==> src/rtl/lsu_copy_engine.sv <==
`default_nettype none
// +--------------------------------------------------------------------------+
// | lsu_copy_engine : memory-port block copier (ascending word moves).       |
// | Optional word fill under LSU_COPY_FILL_EN.  Rev 1.0                      |
// +--------------------------------------------------------------------------+
module lsu_copy_engine #(
  parameter int LEN_W = 12
) (
  input  logic             clk,
  input  logic             rst,
  input  logic             i_start,
  input  logic             i_abort,
  input  logic [31:0]      i_src,
  input  logic [31:0]      i_dst,
  input  logic [LEN_W-1:0] i_len,
`ifdef LSU_COPY_FILL_EN
  input  logic             i_fill,
  input  logic [31:0]      i_pattern,
`endif
  output logic             o_busy,
  output logic             o_done,
  output logic             o_err,
  output logic [LEN_W-1:0] o_count,
  output logic             o_re,
  output logic             o_we,
  output logic [31:0]      o_addr,
  output logic [31:0]      o_wdata,
  input  logic [31:0]      i_rdata
);

  typedef enum logic [1:0] {
    S_IDLE  = 2'd0,
    S_READ  = 2'd1,
    S_WRITE = 2'd2,
    S_DONE  = 2'd3
  } state_t;

  state_t           r_state;
  state_t           w_next;
  logic [31:0]      r_src;
  logic [31:0]      r_dst;
  logic [31:0]      r_data;
  logic [LEN_W-1:0] r_rem;
  logic [LEN_W-1:0] r_count;
  logic             r_err;
  logic             w_fill_cmd;
  logic             r_fill;
  logic [31:0]      w_pattern;
  logic             w_misalign;

`ifdef LSU_COPY_FILL_EN
  assign w_fill_cmd = i_fill;
  assign w_pattern  = i_pattern;

  always_ff @(posedge clk) begin
    if (rst)
      r_fill <= 1'b0;
    else if (r_state == S_IDLE && i_start)
      r_fill <= i_fill;
  end
`else
  assign w_fill_cmd = 1'b0;
  assign w_pattern  = 32'h0;
  assign r_fill     = 1'b0;
`endif

  // A fill never reads, so only the destination alignment matters for it.
  assign w_misalign = (|i_dst[1:0]) | (~w_fill_cmd & (|i_src[1:0]));

  always_ff @(posedge clk) begin
    if (rst)
      r_state <= S_IDLE;
    else
      r_state <= w_next;
  end

  always_comb begin
    w_next = r_state;
    case (r_state)
      S_IDLE: begin
        if (i_start) begin
          if (w_misalign || i_len == '0)
            w_next = S_DONE;
          else if (w_fill_cmd)
            w_next = S_WRITE;
          else
            w_next = S_READ;
        end
      end
      S_READ:  w_next = i_abort ? S_DONE : S_WRITE;
      S_WRITE: begin
        if (i_abort || r_rem == LEN_W'(1))
          w_next = S_DONE;
        else if (r_fill)
          w_next = S_WRITE;
        else
          w_next = S_READ;
      end
      S_DONE:  w_next = S_IDLE;
      default: w_next = S_IDLE;
    endcase
  end

  always_ff @(posedge clk) begin
    if (rst) begin
      r_src   <= 32'h0;
      r_dst   <= 32'h0;
      r_data  <= 32'h0;
      r_rem   <= '0;
      r_count <= '0;
      r_err   <= 1'b0;
    end else begin
      case (r_state)
        S_IDLE: begin
          if (i_start) begin
            r_src   <= i_src;
            r_dst   <= i_dst;
            r_rem   <= i_len;
            r_count <= '0;
            r_err   <= w_misalign;
            r_data  <= w_pattern;
          end
        end
        S_READ: begin
          // An aborted read is simply dropped; nothing gets written.
          if (i_abort) begin
            r_err <= 1'b1;
          end else begin
            r_data <= i_rdata;
            r_src  <= r_src + 32'd4;
          end
        end
        S_WRITE: begin
          r_dst   <= r_dst + 32'd4;
          r_count <= r_count + LEN_W'(1);
          r_rem   <= r_rem - LEN_W'(1);
          if (i_abort)
            r_err <= 1'b1;
        end
        default: ;
      endcase
    end
  end

  always_comb begin
    o_re    = 1'b0;
    o_we    = 1'b0;
    o_addr  = 32'h0;
    o_wdata = 32'h0;
    case (r_state)
      S_READ: begin
        o_re   = 1'b1;
        o_addr = r_src;
      end
      S_WRITE: begin
        o_we    = 1'b1;
        o_addr  = r_dst;
        o_wdata = r_data;
      end
      default: ;
    endcase
  end

  assign o_busy  = (r_state != S_IDLE);
  assign o_done  = (r_state == S_DONE);
  assign o_err   = (r_state == S_DONE) & r_err;
  assign o_count = r_count;

endmodule
`default_nettype wire

==> config.mk <==
export PLATFORM = sky130hd
export DESIGN_NAME = lsu_copy_engine
export DESIGN_NICKNAME = d
export VERILOG_FILES = /design/src/rtl/lsu_copy_engine.sv
export SDC_FILE = /design/constraint.sdc
export NUM_CORES = 1
export LEC_CHECK = 0
export CAP_MARGIN = 10
export CORE_MARGIN = 10
export CORE_UTILIZATION = 50
export DETAILED_ROUTE_END_ITERATION = 7
export PLACE_DENSITY = 0.92
export SYNTH_ARGS = -nofsm -noshare
export SYNTH_HDL_FRONTEND = slang
export SYNTH_SLANG_ARGS = --single-unit
==> constraint.sdc <==
create_clock -name clk -period 5 [get_ports clk]
set_input_delay 1.25 -clock clk [delete_from_list [all_inputs] [get_ports clk]]
set_output_delay 1.25 -clock clk [all_outputs]
set_load 0.03 [all_outputs]
==> impl_metrics.ini <==
[yosys]
avgSynthCellArea_um2 = 7.71
seq_area_frac_synth_pct = 33.7
synth.ff_latch_count = 123
ys_async_sr_fraction_pct = 0
synth.cell_area_um2 = 7310
yosys.cell_types.count = 72
synth_fp_nets = 1070
synth_edf_count = 0
synth_flop_cell = dfxtp_1
syn_inst = 948
yosys_warnings = 0

[layout]
fin_cells = 1294
area_delta_synth_final_pct = 35.2
layout_commonest_cell = clkdlybuf4s50_1
nNetsFinal = 1221
stdcell_area_um2 = 9880
drive_above_1_share_pct = 6.76
layout_common_cells = 191 x clkdlybuf4s50_1, 123 x dfxtp_1, 109 x nor2_1
antenna_cells = 0
nFillCells = 1130

[worst_setup_path]
cp-end-kind = output pin
cp.required_ps = 3750
path_class = reg2out
ff2ff_path_depth = 8
worstPathMaxFanout = 34
start_kind = flip-flop
arrival_ps = 2910

[clock_tree]
cts_tree = built
clockBufferDepth = 2
tritoncts.num_buffers = 17
insertion_delay_ps = 430
htree_levels = 4
clock-root-buffer = clkbuf_16
ctsHoldBuffers = 0
clock-sinks = 123
cts_resized = 0
clkTransAtPathRegs_ps = 50
cts_setup_buffers = 0

[route]
vias = 8460
ant_nets = 0
vias_per_cell = 6.54
drtIter0Drc = 1449
route.detailed.drc = 1
firstDrtPassIters = 8
routed_wirelength_um = 26900
wl_per_cell_um = 20.8

[die]
die_h_um = 141
die_w_um = 141
fp-row-count = 44
die-area_um2 = 19900
core_um2 = 14400
num_io_pins = 193
initial_core_util_pct = 50.7

[sta]
fmax_mhz = 241
setup_ws_ps = 842
fin_crit_sh_pct = 83.2
slew_viol_final = 0
hold_viol_final = 0
fin_tns_setup_ps = 0
maxSlewHeadroom_pct = 27.2
setup_viol = 0
worst_pin_slew_ps = 1090
rsz0062_at_grt = false
min_period_ps = 4160
fin_worst_skew_ps = 7.53

[hold_path]
hp-class = reg2reg
hold_depth = 2

[placement]
port_buffers = 192
globalplace.congestion = 0.984
post-place-ws_ps = 1350
hpwl_um = 18800
post_dp_cell_area_um2 = 9300
dp.cells = 1264

[pwr]
peakVddDrop_v = 0.000331
total_power_mw = 5.47
leakagePower_nw = 3.45
power_density_nw_per_um2 = 554

[global_routing]
gr-total-overflow = 0
antenna_found_initial = 0
grt_pass1_wl_um = 42300
grt_pass1_vias = 8111
grt_max_degree = 96
track_usage_pct = 25.9

[run_status]
violations = DRC
status = finished, violations left

[run]
maxCapViolations = 0
synth_stat cells, types with 13 or more instances:
| cell | n | area, µm² |
|---|---|---|
| dfxtp_1 | 123 | 2460 |
| a22oi_1 | 73 | 548 |
| and3_1 | 17 | 106 |
| buf_2 | 16 | 80.1 |
| nor2_1 | 110 | 413 |
| inv_1 | 18 | 67.6 |
| nand4_1 | 23 | 144 |
| nand3_1 | 30 | 150 |
| nor3_1 | 22 | 110 |
| and2_1 | 37 | 231 |
| a21oi_1 | 66 | 330 |
| nor4_1 | 13 | 81.3 |
| o21ai_0 | 48 | 240 |
| clkbuf_1 | 50 | 188 |
| nor2b_1 | 41 | 257 |
| nand2_1 | 70 | 263 |
per-stage QoR:
stage	hold slack, ps	utilization, %
6_report	489	68.5
5_1_grt	520	68.5
3_3_place_gp	473	64.5
4_1_cts	490	68.5
3_5_place_dp	483	64.5
2_1_floorplan	457	-
flip-flops by register name, summed over array words and instances (netlist names):
register / flops
r_dst: 32
r_err: 1
r_data: 32
r_state: 2
r_src: 32
r_rem: 12
o_count: 12
per-layer routing:
metal | global-route usage, % | up-vias | part of all wire [%] | wire length [µm]
li1 | - | 3804 | - | -
met1 | 29.9 | 3919 | 36 | 9660
met2 | 40.2 | 609 | 46 | 12200
met3 | 10.3 | 128 | 13 | 3600
met4 | 13.6 | 0 | 5.1 | 1370
met5 | 0 | - | 0 | 0
report_power, final:
part	switching (mW)	internal, mW	leakage [nW]	total [mW]
Sequential	0.396	1.26	1.01	1.66
Combinational	1.61	0.981	2.16	2.59
Clock	0.453	0.775	0.287	1.23
Total	2.46	3.02	3.45	5.47
logic make-up after synthesis:
family,count (synthesis),share of synthesized area (%)
xor+xnor,13,1.56
flops,123,33.7
compound gates,289,26.7
fa+ha+maj,10,1.71
mux,13,1.82
simple gates,406,29.4
buf+inv,94,5.12
cell type report:
cell class | instances | area, µm² | share of cell area (%)
multi-input cells | 731 | 4510 | 45.6
flip-flops and latches | 123 | 2460 | 24.9
repair buffers | 207 | 2030 | 20.5
clock buffers | 22 | 484 | 4.90
well taps | 184 | 230 | 2.33
clock inverters | 8 | 92.6 | 0.937
inverters | 19 | 71.3 | 0.722
path summary, 6_finish.rpt:
kind / from / endpoint / slack [ps]
worst max-delay path: r_state[0] / o_addr[2] / 840
worst max register to register: r_state[0] / o_count[8] / 1830
worst min register to register: r_rem[1] / r_rem[1] / 490
worst min-delay path: r_rem[1] / r_rem[1] / 490
worst max-delay path, stage by stage (launching register included):
cell and delay [ps]:
dfxtp_1 390, inv_1 150, ha_1 880, nor2b_1 320, clkdlybuf4s50_1 730
No activity file was read; power rests on OpenSTA's default activity.
==> patch 1, RTL diff (same flow settings) <==
Put one more register stage on the output `o_count`, cleared by the reset. The value now appears one clock later. The other outputs are not delayed to match.
--- a/src/rtl/lsu_copy_engine.sv
+++ b/src/rtl/lsu_copy_engine.sv
@@ -164,7 +164,13 @@
   assign o_busy  = (r_state != S_IDLE);
   assign o_done  = (r_state == S_DONE);
   assign o_err   = (r_state == S_DONE) & r_err;
-  assign o_count = r_count;
+  always_ff @(posedge clk) begin
+    if (rst) begin
+      o_count <= '0;
+    end else begin
+      o_count <= r_count;
+    end
+  end
 
 endmodule
 `default_nettype wire
Behaviour: not the same (a bounded check fails within 4 cycles, from zero or initial values and one cycle with rst high).
==> patch 1 against the unedited design <==
Synthesized area increased by 2.8%; sequential cell count grew 12; non-clock buffer count decreased by 4; register-to-register slack worse by 0.25 ns; design area is 2.5% higher; highest routed layer unchanged; setup slack got worse by 0.048 ns; global-route usage is 0.39 points lower; count of clock-buffer cells in the layout fell by 5; the flow still finishes with violations (DRC); sequential share of layout area grew 1.8 points; power increased by 0.24%; combinational power is 7% lower; routed wire length decreased by 1.6%.
==> patch 1: results (changes against the unedited design) <==
The flow ran to the end, but the final reports show violations. The final reports fail on DRC. The cell depth of the worst flop-to-flop path is 7 (-1). The maximum resistive drop on vdd came out at 0.2951 mV (-11%). The number of filler instances in the final layout came to 1156 (+2.3%).

The share of post-route cells with drive strength above 1 is 0.05556 (-0.01201). The routed wirelength normalized by instance count came out at 19.79 um (-4.7%). The path with the worst hold slack has its endpoint at r_rem[8]$_SDFFE_PP0P_. The number of global-route vias before repair came out at 8178 (+0.83%).

The wire length of the first global-routing pass came out at 42.21 mm (-0.20%). The total half-perimeter wirelength after legalization and detailed placement is 18.49 mm (-1.5%). The residual DRC count came out at 1 (unchanged). The initial antenna violation count is 1 (+1).

The transition time of the tightest slew-check pin was 1.152 ns (+0.06088 ns). In this run the critical register-to-register path is captured at r_src[29]$_SDFFE_PP0P_. The largest driver fanout on the critical path came out at 57 (+68%).

The critical path starts at r_state[1]$_SDFFE_PP0N_. The final clock skew came out at 0.01002 ns (+0.002489 ns). The total track usage is 0.2547 (-0.003890). The placer congestion estimate was 0.9987 (+1.5%). Ranked by total cell area, the synthesized netlist is headed by dfxtp_1, a22oi_1, nor2_1. The net count of the mapped netlist is 1108 (+3.6%). The worst min-delay path startpoint is r_rem[8]$_SDFFE_PP0P_. The hold slack came to 0.4775 ns (-0.01156 ns). The share of the yosys chip area belonging to registers is 0.3598 (+0.02283). The count of different cell masters after synthesis came out at 61 (-15%). The final worst-path setup slack came to 0.7949 ns (-0.04751 ns). The worst path arrival time is 2.96 ns (+0.05 ns). The number of cells on the worst hold path is 2 (unchanged). The reg-to-reg setup timing slack came out at 1.58 ns (-0.25 ns). By count the netlist is led by dfxtp_1, nor2_1, nand2_1. The maximum number of pins on one net before global-route repair was 76 (-21%). The final net count is 1261 (+3.3%).

In this run the worst setup path terminates at o_addr[9].
## patch 1: logic make-up after synthesis
logic type | count (synthesis) | synth area share
adder cells (fa/ha/maj) | 10 | 0.01666
buffers and inverters | 92 | 0.04614
flip-flops | 135 | 0.3598
AO/OA/AOI/OAI | 305 | 0.2665
multiplexers | 17 | 0.02349
XOR/XNOR | 10 | 0.01166
AND/OR/NAND/NOR | 417 | 0.2757
## patch 1: routing by layer
layer / GRT usage / share of wire / up-vias
met2: 0.4181 / 0.47 / 549
met5: 0 / 0 / -
li1: - / - / 3932
met4: 0.1064 / 0.031 / 0
met1: 0.2901 / 0.37 / 3879
met3: 0.09947 / 0.13 / 92
## patch 1: layout make-up
| type | count | area, um^2 | share of cell area |
|---|---|---|---|
| multi-input cells | 759 | 4486 | 0.4429 |
| flip-flops and latches | 135 | 2703 | 0.2669 |
| repair buffers | 203 | 2002 | 0.1977 |
| clock buffers | 17 | 425.4 | 0.04201 |
| well taps | 184 | 230.2 | 0.02273 |
| clock inverters | 15 | 192.7 | 0.01903 |
| inverters | 23 | 86.33 | 0.008525 |
| diodes | 1 | 2.502 | 0.0002471 |
## patch 1: critical path, stage by stage, from the launching register on
cell and delay [ns]:
dfxtp_1 0.37, inv_1 0.13, ha_2 0.88, nand2_1 0.21
a21oi_1 0.20, clkdlybuf4s50_1 0.72
## patch 1: per-stage QoR
stage / std cells / instance area [um^2]
after detailed placement: 1304 / 9507
after global placement: 1304 / 9507
final: 1337 / 10130
after floorplan: 986 / 7511
after global routing: 1336 / 10120
after CTS: 1336 / 10120
## patch 1: where the power goes
group          switching (mW)  internal, mW  total, mW  leakage [nW]
Combinational            1.53         0.871       2.40          2.16
Clock                   0.538         0.796       1.33         0.301
Sequential              0.398          1.35       1.75          1.10
Total                    2.47          3.02       5.49          3.56
==> patch 2, RTL diff (same settings) <==
Made on the original files. Set the parameter `LEN_W` to 18 (it was 12).
--- a/src/rtl/lsu_copy_engine.sv
+++ b/src/rtl/lsu_copy_engine.sv
@@ -4,7 +4,7 @@
 // | Optional word fill under LSU_COPY_FILL_EN.  Rev 1.0                      |
 // +--------------------------------------------------------------------------+
 module lsu_copy_engine #(
-  parameter int LEN_W = 12
+  parameter int LEN_W = 18
 ) (
   input  logic             clk,
   input  logic             rst,
Ports: changed (resized i_len and o_count); port bits go from 193 to 205. The function was not compared with the original's and may differ.
==> patch 2 against the unedited design <==
Combinational power down 6%; non-clock buffer count up 6; power up 0.93%; setup slack worse by 0.21 ns; routed wire length down 1.3%; cell count up 5.1%; clock skew down 0.00078 ns; synthesized area up 6.0%; design area up 5.7%; register-to-register slack worse by 0.47 ns; sequential power up 6%; via count up 1.3%; sequential cell count up 12.
==> patch 2: results (changes against the unedited design) <==
The run finished with clean final reports. The net count of the mapped netlist is 1132 (+5.8%). The global routing met1 resource utilization came out at 0.3160 (+0.01653). The routed wirelength normalized by instance count came to 19.52 um (-6.1%). The length of routed wiring on met1 was 10.92 mm (+13%).

The maximum number of pins on one net before global-route repair came out at 77 (-20%). The number of design-rule violations left by the first detailed-router iteration was 845 (-42%). The worst hold path begins at r_data[15]$_SDFFE_PP0P_. The total power draw came to 5.524 mW (+0.93%).

The share of the yosys chip area belonging to registers is 0.3489 (+0.01196). The number of buffers inserted during clock tree synthesis is 17 (unchanged). On the critical path, the stage with the largest delay is an instance of clkdlybuf4s50_1. The total number of vias came out at 8570 (+1.3%). The met3 track demand over resource in global routing came out at 0.06035 (-0.04311). The worst path arrival time is 3.12 ns (+0.21 ns). The wire length of the first global-routing pass came out at 41.32 mm (-2.3%). The placer congestion estimate is 0.9238 (-6.1%). The number of setup buffers added after CTS came out at 0 (unchanged). The share of the clock period used by the worst path after layout came out at 0.8732 (+0.04169). The hold slack was 0.4876 ns (-0.001451 ns). The count of different cell masters after synthesis is 70 (-2.8%).

By area the synthesized netlist is led by dfxtp_1, a22oi_1, nor2_1. The total track usage is 0.2445 (-0.01409). The most critical setup path has its endpoint at o_addr[17]. The total half-perimeter wirelength after legalization and detailed placement is 18.74 mm (-0.10%).

The largest registers in the layout are r_data: 32 flops, r_dst: 32 flops, r_src: 32 flops. The number of optimization iterations in the first detailed-route pass was 5 (-3). The transition time of the tightest slew-check pin is 0.9123 ns (-0.1790 ns). The global-route met2 utilization is 0.3832 (-0.01928). The vias per cell is 6.301 (-3.6%). The maximum resistive drop on vdd is 0.2761 mV (-17%).

The total combinational power is 2.44 mW (-6%). The power consumed by sequential cells is 1.76 mW (+6%). The number of port buffers is 204 (+6.3%).

The placed cell count was 1328 (+5.1%). The worst slack after detailed placement came to 1.097 ns (-0.2494 ns). The sum of met3 wire segment lengths after detailed routing is 2.607 mm (-28%).

The area of placed instances is 0.009819 mm^2 (+5.6%). The number of global-route vias before repair is 8044 (-0.83%). The reg-to-reg setup timing slack came out at 1.36 ns (-0.47 ns). In this run the critical register-to-register path is captured at r_rem[10]$_SDFFE_PP0P_. The final clock skew came out at 0.006753 ns (-0.0007768 ns). The number of filler instances in the final layout is 1229 (+8.8%). The delay contributed by the slowest stage of the critical path is 0.75 ns (-0.13 ns). The commonest cells after synthesis are dfxtp_1, nor2_1, a21oi_1.

The net switching component of the power is 2.408 mW (-2.0%). STA classifies the critical path startpoint as a flop. For hold timing, the worst endpoint is r_data[15]$_SDFFE_PP0P_. The met2 layer wire length in the routed design came out at 12.40 mm (+1.3%).

The cell depth of the worst flop-to-flop path came out at 7 (-1). The share of post-route cells with drive strength above 1 came out at 0.05802 (-0.009547).
-- patch 2: cell types whose count changed after synthesis, moves of 10 or more --
cell      delta
nor3_1      +11
a211oi_1    +12
nor2b_1     -34
dfxtp_1     +12
nor2_1      +15
a311oi_1    +10
-- patch 2: final cells by class --
cell class	instances	area, um^2	share of cell area
Timing Repair Buffer	213	2120	0.2030
Tap cell	188	235.2	0.02253
Sequential cell	135	2703	0.2589
Clock buffer	25	505.5	0.04842
Inverter	24	90.09	0.008629
Clock inverter	7	115.1	0.01103
Multi-Input combinational cell	768	4672	0.4475
-- patch 2: cell families (layout without fill, tap and decap cells) --
kind of cell | Yosys count | count (layout) | synth area share
AO/OA/AOI/OAI | 320 | 320 | 0.2769
XOR/XNOR | 10 | 10 | 0.01131
adder cells (fa/ha/maj) | 10 | 10 | 0.01616
buffers and inverters | 101 | 269 | 0.05202
flip-flops | 135 | 135 | 0.3489
multiplexers | 8 | 8 | 0.01099
AND/OR/NAND/NOR | 420 | 420 | 0.2837
